`config.mk`:
```
export PLATFORM = sky130hd
export DESIGN_NAME = cmp_share_arbiter_flat
export DESIGN_NICKNAME = d
export VERILOG_FILES = /design/src/rtl/cmp_share_if.sv /design/src/rtl/cmp_share_arbiter.sv /design/src/flat_wrapper.sv
export SDC_FILE = /design/constraint.sdc
export NUM_CORES = 1
export LEC_CHECK = 0
export ABC_AREA = 1
export CAP_MARGIN = 20
export CORE_MARGIN = 1.5
export CORE_UTILIZATION = 49
export CTS_BUF_LIST = sky130_fd_sc_hd__clkbuf_16
export DETAILED_ROUTE_END_ITERATION = 10
export PLACE_DENSITY_LB_ADDON = 0.25
export SETUP_SLACK_MARGIN = 0.5
export SYNTH_ARGS = -nofsm -noshare
export SYNTH_HDL_FRONTEND = slang
export SYNTH_SLANG_ARGS = --single-unit
export TNS_END_PERCENT = 10
```
`constraint.sdc`:
```
create_clock -name clk -period 6 [get_ports clk]
set_clock_uncertainty 0.2 [all_clocks]
set_input_delay 1.5 -clock clk [delete_from_list [all_inputs] [get_ports clk]]
set_output_delay 1.5 -clock clk [all_outputs]
set_load 0.05 [all_outputs]
```
`src/rtl/cmp_share_if.sv`:
```
// rtl/cmp_share_if.sv - requester/response bundle for the shared comparator arbiter

interface cmp_share_if #(
    parameter int NREQ  = 4,
    parameter int WIDTH = 4,
    parameter int IDW   = 2
);
    logic [NREQ-1:0]       req;
    logic [NREQ*WIDTH-1:0] b1_flat;
    logic [NREQ*WIDTH-1:0] b2_flat;
    logic [NREQ-1:0]       gnt;
    logic                  resp_valid;
    logic                  resp_ready;
    logic [IDW-1:0]        resp_id;
    logic                  resp_equal;
    logic                  resp_greater;
    logic                  resp_lesser;
    logic                  busy;

    modport master (
        output req, b1_flat, b2_flat, resp_ready,
        input  gnt, resp_valid, resp_id, resp_equal, resp_greater, resp_lesser, busy
    );

    modport slave (
        input  req, b1_flat, b2_flat, resp_ready,
        output gnt, resp_valid, resp_id, resp_equal, resp_greater, resp_lesser, busy
    );
endinterface

```
`src/rtl/cmp_share_arbiter.sv`:
```
// rtl/cmp_share_arbiter.sv - round-robin shared magnitude comparator (SIGNED_CMP_EN selects two's complement compare)

module cmp_share_arbiter #(
    parameter int NREQ  = 4,
    parameter int WIDTH = 4,
    parameter int IDW   = 2
) (
    input  logic        clk,
    input  logic        rst_n,
    cmp_share_if.slave  bus
);

    typedef enum logic [1:0] {
        IDLE = 2'd0,
        CAP  = 2'd1,
        RESP = 2'd2
    } state_t;

    state_t           state_q, state_d;
    logic [IDW-1:0]   ptr_q, ptr_d;
    logic [IDW-1:0]   sel_q, sel_d;
    logic [NREQ-1:0]  gnt_q, gnt_d;
    logic [WIDTH-1:0] op1_q, op1_d;
    logic [WIDTH-1:0] op2_q, op2_d;
    logic             valid_q, valid_d;
    logic [IDW-1:0]   id_q, id_d;
    logic             eq_q, eq_d;
    logic             gt_q, gt_d;
    logic             lt_q, lt_d;

    logic             found;
    logic [IDW-1:0]   pick;
    logic [IDW-1:0]   pick_nxt;
    logic [IDW-1:0]   cand;
    int               idx;
    logic             arb;
    logic             cmp_eq, cmp_gt, cmp_lt;

    // Round-robin search starting at ptr_q, wrapping modulo NREQ.
    always_comb begin
        found = 1'b0;
        pick  = '0;
        idx   = 0;
        cand  = '0;
        for (int i = 0; i < NREQ; i++) begin
            idx  = (int'(ptr_q) + i) % NREQ;
            cand = IDW'(idx);
            if (!found && bus.req[cand]) begin
                found = 1'b1;
                pick  = cand;
            end
        end
        pick_nxt = (pick == IDW'(NREQ - 1)) ? '0 : pick + 1'b1;
    end

`ifdef SIGNED_CMP_EN
    assign cmp_eq = ($signed(op1_q) == $signed(op2_q));
    assign cmp_gt = ($signed(op1_q) >  $signed(op2_q));
    assign cmp_lt = ($signed(op1_q) <  $signed(op2_q));
`else
    assign cmp_eq = (op1_q == op2_q);
    assign cmp_gt = (op1_q >  op2_q);
    assign cmp_lt = (op1_q <  op2_q);
`endif

    always_comb begin
        state_d = state_q;
        ptr_d   = ptr_q;
        sel_d   = sel_q;
        gnt_d   = '0;
        op1_d   = op1_q;
        op2_d   = op2_q;
        valid_d = valid_q;
        id_d    = id_q;
        eq_d    = eq_q;
        gt_d    = gt_q;
        lt_d    = lt_q;
        arb     = 1'b0;

        case (state_q)
            IDLE: begin
                arb = found;
            end
            CAP: begin
                eq_d    = cmp_eq;
                gt_d    = cmp_gt;
                lt_d    = cmp_lt;
                id_d    = sel_q;
                valid_d = 1'b1;
                state_d = RESP;
            end
            RESP: begin
                if (bus.resp_ready) begin
                    valid_d = 1'b0;
                    eq_d    = 1'b0;
                    gt_d    = 1'b0;
                    lt_d    = 1'b0;
                    state_d = IDLE;
                    arb     = found;
                end
            end
            default: begin
                state_d = IDLE;
            end
        endcase

        // A handshake edge with pending requests re-arbitrates immediately.
        if (arb) begin
            gnt_d   = NREQ'(1) << pick;
            op1_d   = bus.b1_flat[pick*WIDTH +: WIDTH];
            op2_d   = bus.b2_flat[pick*WIDTH +: WIDTH];
            sel_d   = pick;
            ptr_d   = pick_nxt;
            state_d = CAP;
        end
    end

    always_ff @(posedge clk) begin
        if (!rst_n) begin
            state_q <= IDLE;
            ptr_q   <= '0;
            sel_q   <= '0;
            gnt_q   <= '0;
            op1_q   <= '0;
            op2_q   <= '0;
            valid_q <= 1'b0;
            id_q    <= '0;
            eq_q    <= 1'b0;
            gt_q    <= 1'b0;
            lt_q    <= 1'b0;
        end else begin
            state_q <= state_d;
            ptr_q   <= ptr_d;
            sel_q   <= sel_d;
            gnt_q   <= gnt_d;
            op1_q   <= op1_d;
            op2_q   <= op2_d;
            valid_q <= valid_d;
            id_q    <= id_d;
            eq_q    <= eq_d;
            gt_q    <= gt_d;
            lt_q    <= lt_d;
        end
    end

    assign bus.gnt          = gnt_q;
    assign bus.resp_valid   = valid_q;
    assign bus.resp_id      = id_q;
    assign bus.resp_equal   = eq_q;
    assign bus.resp_greater = gt_q;
    assign bus.resp_lesser  = lt_q;
    assign bus.busy         = (state_q != IDLE);

endmodule

```
`src/flat_wrapper.sv`:
```
// flat-port wrapper written by rule: the top's interface ports become plain ports
module cmp_share_arbiter_flat 
#(
    parameter int NREQ  = 4,
    parameter int WIDTH = 4,
    parameter int IDW   = 2
)
  (clk, rst_n, bus_req, bus_b1_flat, bus_b2_flat, bus_resp_ready, bus_gnt, bus_resp_valid, bus_resp_id, bus_resp_equal, bus_resp_greater, bus_resp_lesser, bus_busy);
  cmp_share_if #(.NREQ(NREQ), .WIDTH(WIDTH), .IDW(IDW)) bus_i ();
  input  logic clk;
  input  logic rst_n;
  input wire logic [$bits(bus_i.req)-1:0] bus_req;
  input wire logic [$bits(bus_i.b1_flat)-1:0] bus_b1_flat;
  input wire logic [$bits(bus_i.b2_flat)-1:0] bus_b2_flat;
  input wire logic [$bits(bus_i.resp_ready)-1:0] bus_resp_ready;
  output wire logic [$bits(bus_i.gnt)-1:0] bus_gnt;
  output wire logic [$bits(bus_i.resp_valid)-1:0] bus_resp_valid;
  output wire logic [$bits(bus_i.resp_id)-1:0] bus_resp_id;
  output wire logic [$bits(bus_i.resp_equal)-1:0] bus_resp_equal;
  output wire logic [$bits(bus_i.resp_greater)-1:0] bus_resp_greater;
  output wire logic [$bits(bus_i.resp_lesser)-1:0] bus_resp_lesser;
  output wire logic [$bits(bus_i.busy)-1:0] bus_busy;
  assign bus_i.req = bus_req;
  assign bus_i.b1_flat = bus_b1_flat;
  assign bus_i.b2_flat = bus_b2_flat;
  assign bus_i.resp_ready = bus_resp_ready;
  assign bus_gnt = bus_i.gnt;
  assign bus_resp_valid = bus_i.resp_valid;
  assign bus_resp_id = bus_i.resp_id;
  assign bus_resp_equal = bus_i.resp_equal;
  assign bus_resp_greater = bus_i.resp_greater;
  assign bus_resp_lesser = bus_i.resp_lesser;
  assign bus_busy = bus_i.busy;
  cmp_share_arbiter #(.NREQ(NREQ), .WIDTH(WIDTH), .IDW(IDW)) u_core (.clk(clk), .rst_n(rst_n), .bus(bus_i));
endmodule
```
==> flow_summary.ini <==
[outcome]
status = finished, final reports clean

[floorplanning]
die-area_mm2 = 0.003502
pin_count = 50
rows = 20
core_area_mm2 = 0.003028
dieWidth_um = 59.18
start_util_pct = 51.07
die_h_um = 59.18

[placement]
io_buffers = 49
dp.final_hpwl_mm = 2.491
placed_cell_area_mm2 = 0.002036
gp_congestion = 0.8832
dpl.cell_count = 318

[power]
power.static_leakage_nw = 0.9783
power_per_cell_area_mw_per_mm2 = 466.5
ir_drop_mv = 0.2221

[routing]
dr.pass1.iters = 4
avgViaCountPerCell = 4.981
wl_mm = 3.375
vias = 1604
wl_per_cell_um = 10.48
drt_iter0_markers = 90
ant_nets = 0
drc_errors = 0

[synthesis]
syn_nets = 274
ys_types = 26
synth_compound_area_share_pct = 8.172
async_reset_ff_share_pct = 0
synthMuxAreaShare_pct = 0
synthAdderAreaFrac_pct = 4.045
synth_top_family_by_area = simple AND/OR/NAND/NOR gates
netlist_area_mm2 = 0.001546
yosysSeqAreaShare_pct = 31.07
synthFlopType = dfxtp_1
yosysWarnings = 0
synth_xor_area_share_pct = 0
postSynthAreaPerCell_um2 = 6.724
yosys.area_share.simple_pct = 45.79
synth-edff-count = 0
ys_ff_latch = 24
netlist_instances = 230

[setup_path]
crit_path_end_kind = flop
crit_chain = clkdlybuf4s50_1, nand2_1, nand2_2, nand2_1, nand2_2, nor2_2, nand3_2, nand3_4, inv_2, ha_1, nand2_1, o21ai_0
path_max_fanout = 22
start_kind = input port
r2r_start = u_core.ptr_q[0]
crit_buf_inv = 2
r2r-end = u_core.ptr_q[1]
rrSetupSlack_ns = 3.22
arrival_ns = 3.64
ff2ff_path_depth = 12
max_stage_delay_ns = 0.44
path_class = in2reg
critical_path_required_ns = 5.94
path_common_cell = nand2_1
slowest_stage = clkdlybuf4s50_1
cp_top_family = simple AND/OR/NAND/NOR gates

[hold_path]
hold_path_end = u_core.bus.resp_valid
hold_class = reg2reg
worstHoldPathCells = 2
hold_start = u_core.bus.resp_valid

[grt]
grt_max_degree = 23
grtUsageTotal_pct = 21.65
use_met3_pct = 5.240
grt_first_pass_wirelength_mm = 5.927
top_usage_layer = met2
grtUsageMet1_pct = 27.00
grt_remaining_overflow = 0
grt_pass1_vias = 1466
antenna_found_initial = 0
grt_util_met2_pct = 37.52

[sta]
hold_violations = 0
final.setup.tns_ns = 0
min_period_over_period_pct = 61.54
worst_pin_slew_ns = 0.4980
setup_viol_count_final = 0
slew_headroom_pct = 66.69
drv_slew = 0
min_period_ns = 3.692
rsz0062_at_grt = false
timing.hold.ws_ns = 0.2628
clock.fmax_mhz = 270.8

[clock_network]
post_cts_resize_count = 0
htreeDepth = 1
numCtsBuffers = 3
insertion_delay_ns = 0.26
postCtsSetupRepairBufs = 0
max-clock-path-buffers = 2
hold_buffers = 0
cts_tree = done
clk_pin_slew_ns = 0.06
clock-sinks = 24
root_buffer = clkbuf_16

[finish]
final_cell_area_mm2 = 0.002115
n_fill_cell = 281
fin_cells = 322
antenna_cells = 0
area_growth_pct = 36.73
design.final.nets = 323
drive_gt1_share_pct = 9.712
final_common_cell = nand2_1
post-route-util_pct = 69.83
final_cell_mix = nand2_1, clkdlybuf4s50_1, dfxtp_1

[run]
cap_viol_max_count = 0
state kept, by name, summed over array words and instances (netlist names), 2 cells and up:
register and flops:
u_core.bus.gnt 4, u_core.op1_q 4, u_core.bus.resp_id 2, u_core.state_q 2, u_core.ptr_q 2, u_core.op2_q 4
u_core.sel_q 2
area by class of cell:
cell class | instances | area (µm²) | share of cell area (%)
timing repair buffer | 49 | 490.5 | 23.20
multi-input combinational | 171 | 897.1 | 42.43
clock buffer | 3 | 75.07 | 3.550
tap | 44 | 55.05 | 2.604
clock inverter | 1 | 3.754 | 0.1775
sequential | 24 | 480.5 | 22.72
inverter | 30 | 112.6 | 5.325
metal layers:
layer  routed length [µm]  vias to the layer above  share of wire [%]
li1                     -                      846                  -
met1                 1554                      709                 46
met2                 1634                       42                 48
met3                  155                        7                4.6
met4                   30                        0               0.89
met5                    0                        -                  0
synth_stat cells, types with 3 or more instances:
cell type  count  area (µm²)
nand3_2        3       30.03
o211ai_1       3       22.52
nand2_1       82       307.8
nand2_2        6       37.54
nand4_1       13       81.33
inv_2          7       26.28
ha_1           5       62.56
o21ai_0        4       20.02
buf_6          5       56.30
inv_1         23       86.33
nand3_1       21       105.1
a21oi_1        6       30.03
dfxtp_1       24       480.5
nor2_1        13       48.80
nor2_4         3       33.78
worst max path at each step:
stage                     startpoint         endpoint  slack (ns)  cells past startpoint
final                     bus_req[3]  u_core.ptr_q[1]        2.31                     12
after CTS                 bus_req[1]  u_core.ptr_q[1]        2.31                     12
after detailed placement  bus_req[1]  u_core.ptr_q[1]        2.05                     12
after global placement    bus_req[1]  u_core.ptr_q[1]        2.12                     12
after floorplan           bus_req[1]  u_core.ptr_q[1]        3.02                     11
after global routing      bus_req[1]  u_core.ptr_q[0]        2.05                     11
tightest hold or removal path, stage by stage, from the launching register on:
cell and delay (ns):
dfxtp_1 0.31, nand2_1 0.06, a21oi_1 0.05
cell families (layout without fill, tap and decap cells):
kind of cell / after synthesis / count (layout)
buffers and inverters: 35 / 83
AO/OA/AOI/OAI: 19 / 19
adder cells (fa/ha/maj): 5 / 5
flip-flops: 24 / 24
AND/OR/NAND/NOR: 147 / 147
per-stage QoR:
stage	total power [mW]	worst slack, ns
floorplan	0.7265	3.016
global placement	0.8286	2.119
detailed placement	0.8397	2.053
CTS	0.9899	2.314
global route	1.070	2.053
finish	0.9864	2.308
report_power, final:
group          leakage (nW)  switching, mW  internal, mW
clock network        0.0385         0.0530        0.0890
registers             0.198         0.0318         0.212
logic                 0.742          0.399         0.202
(Power assumes the default switching activity.)
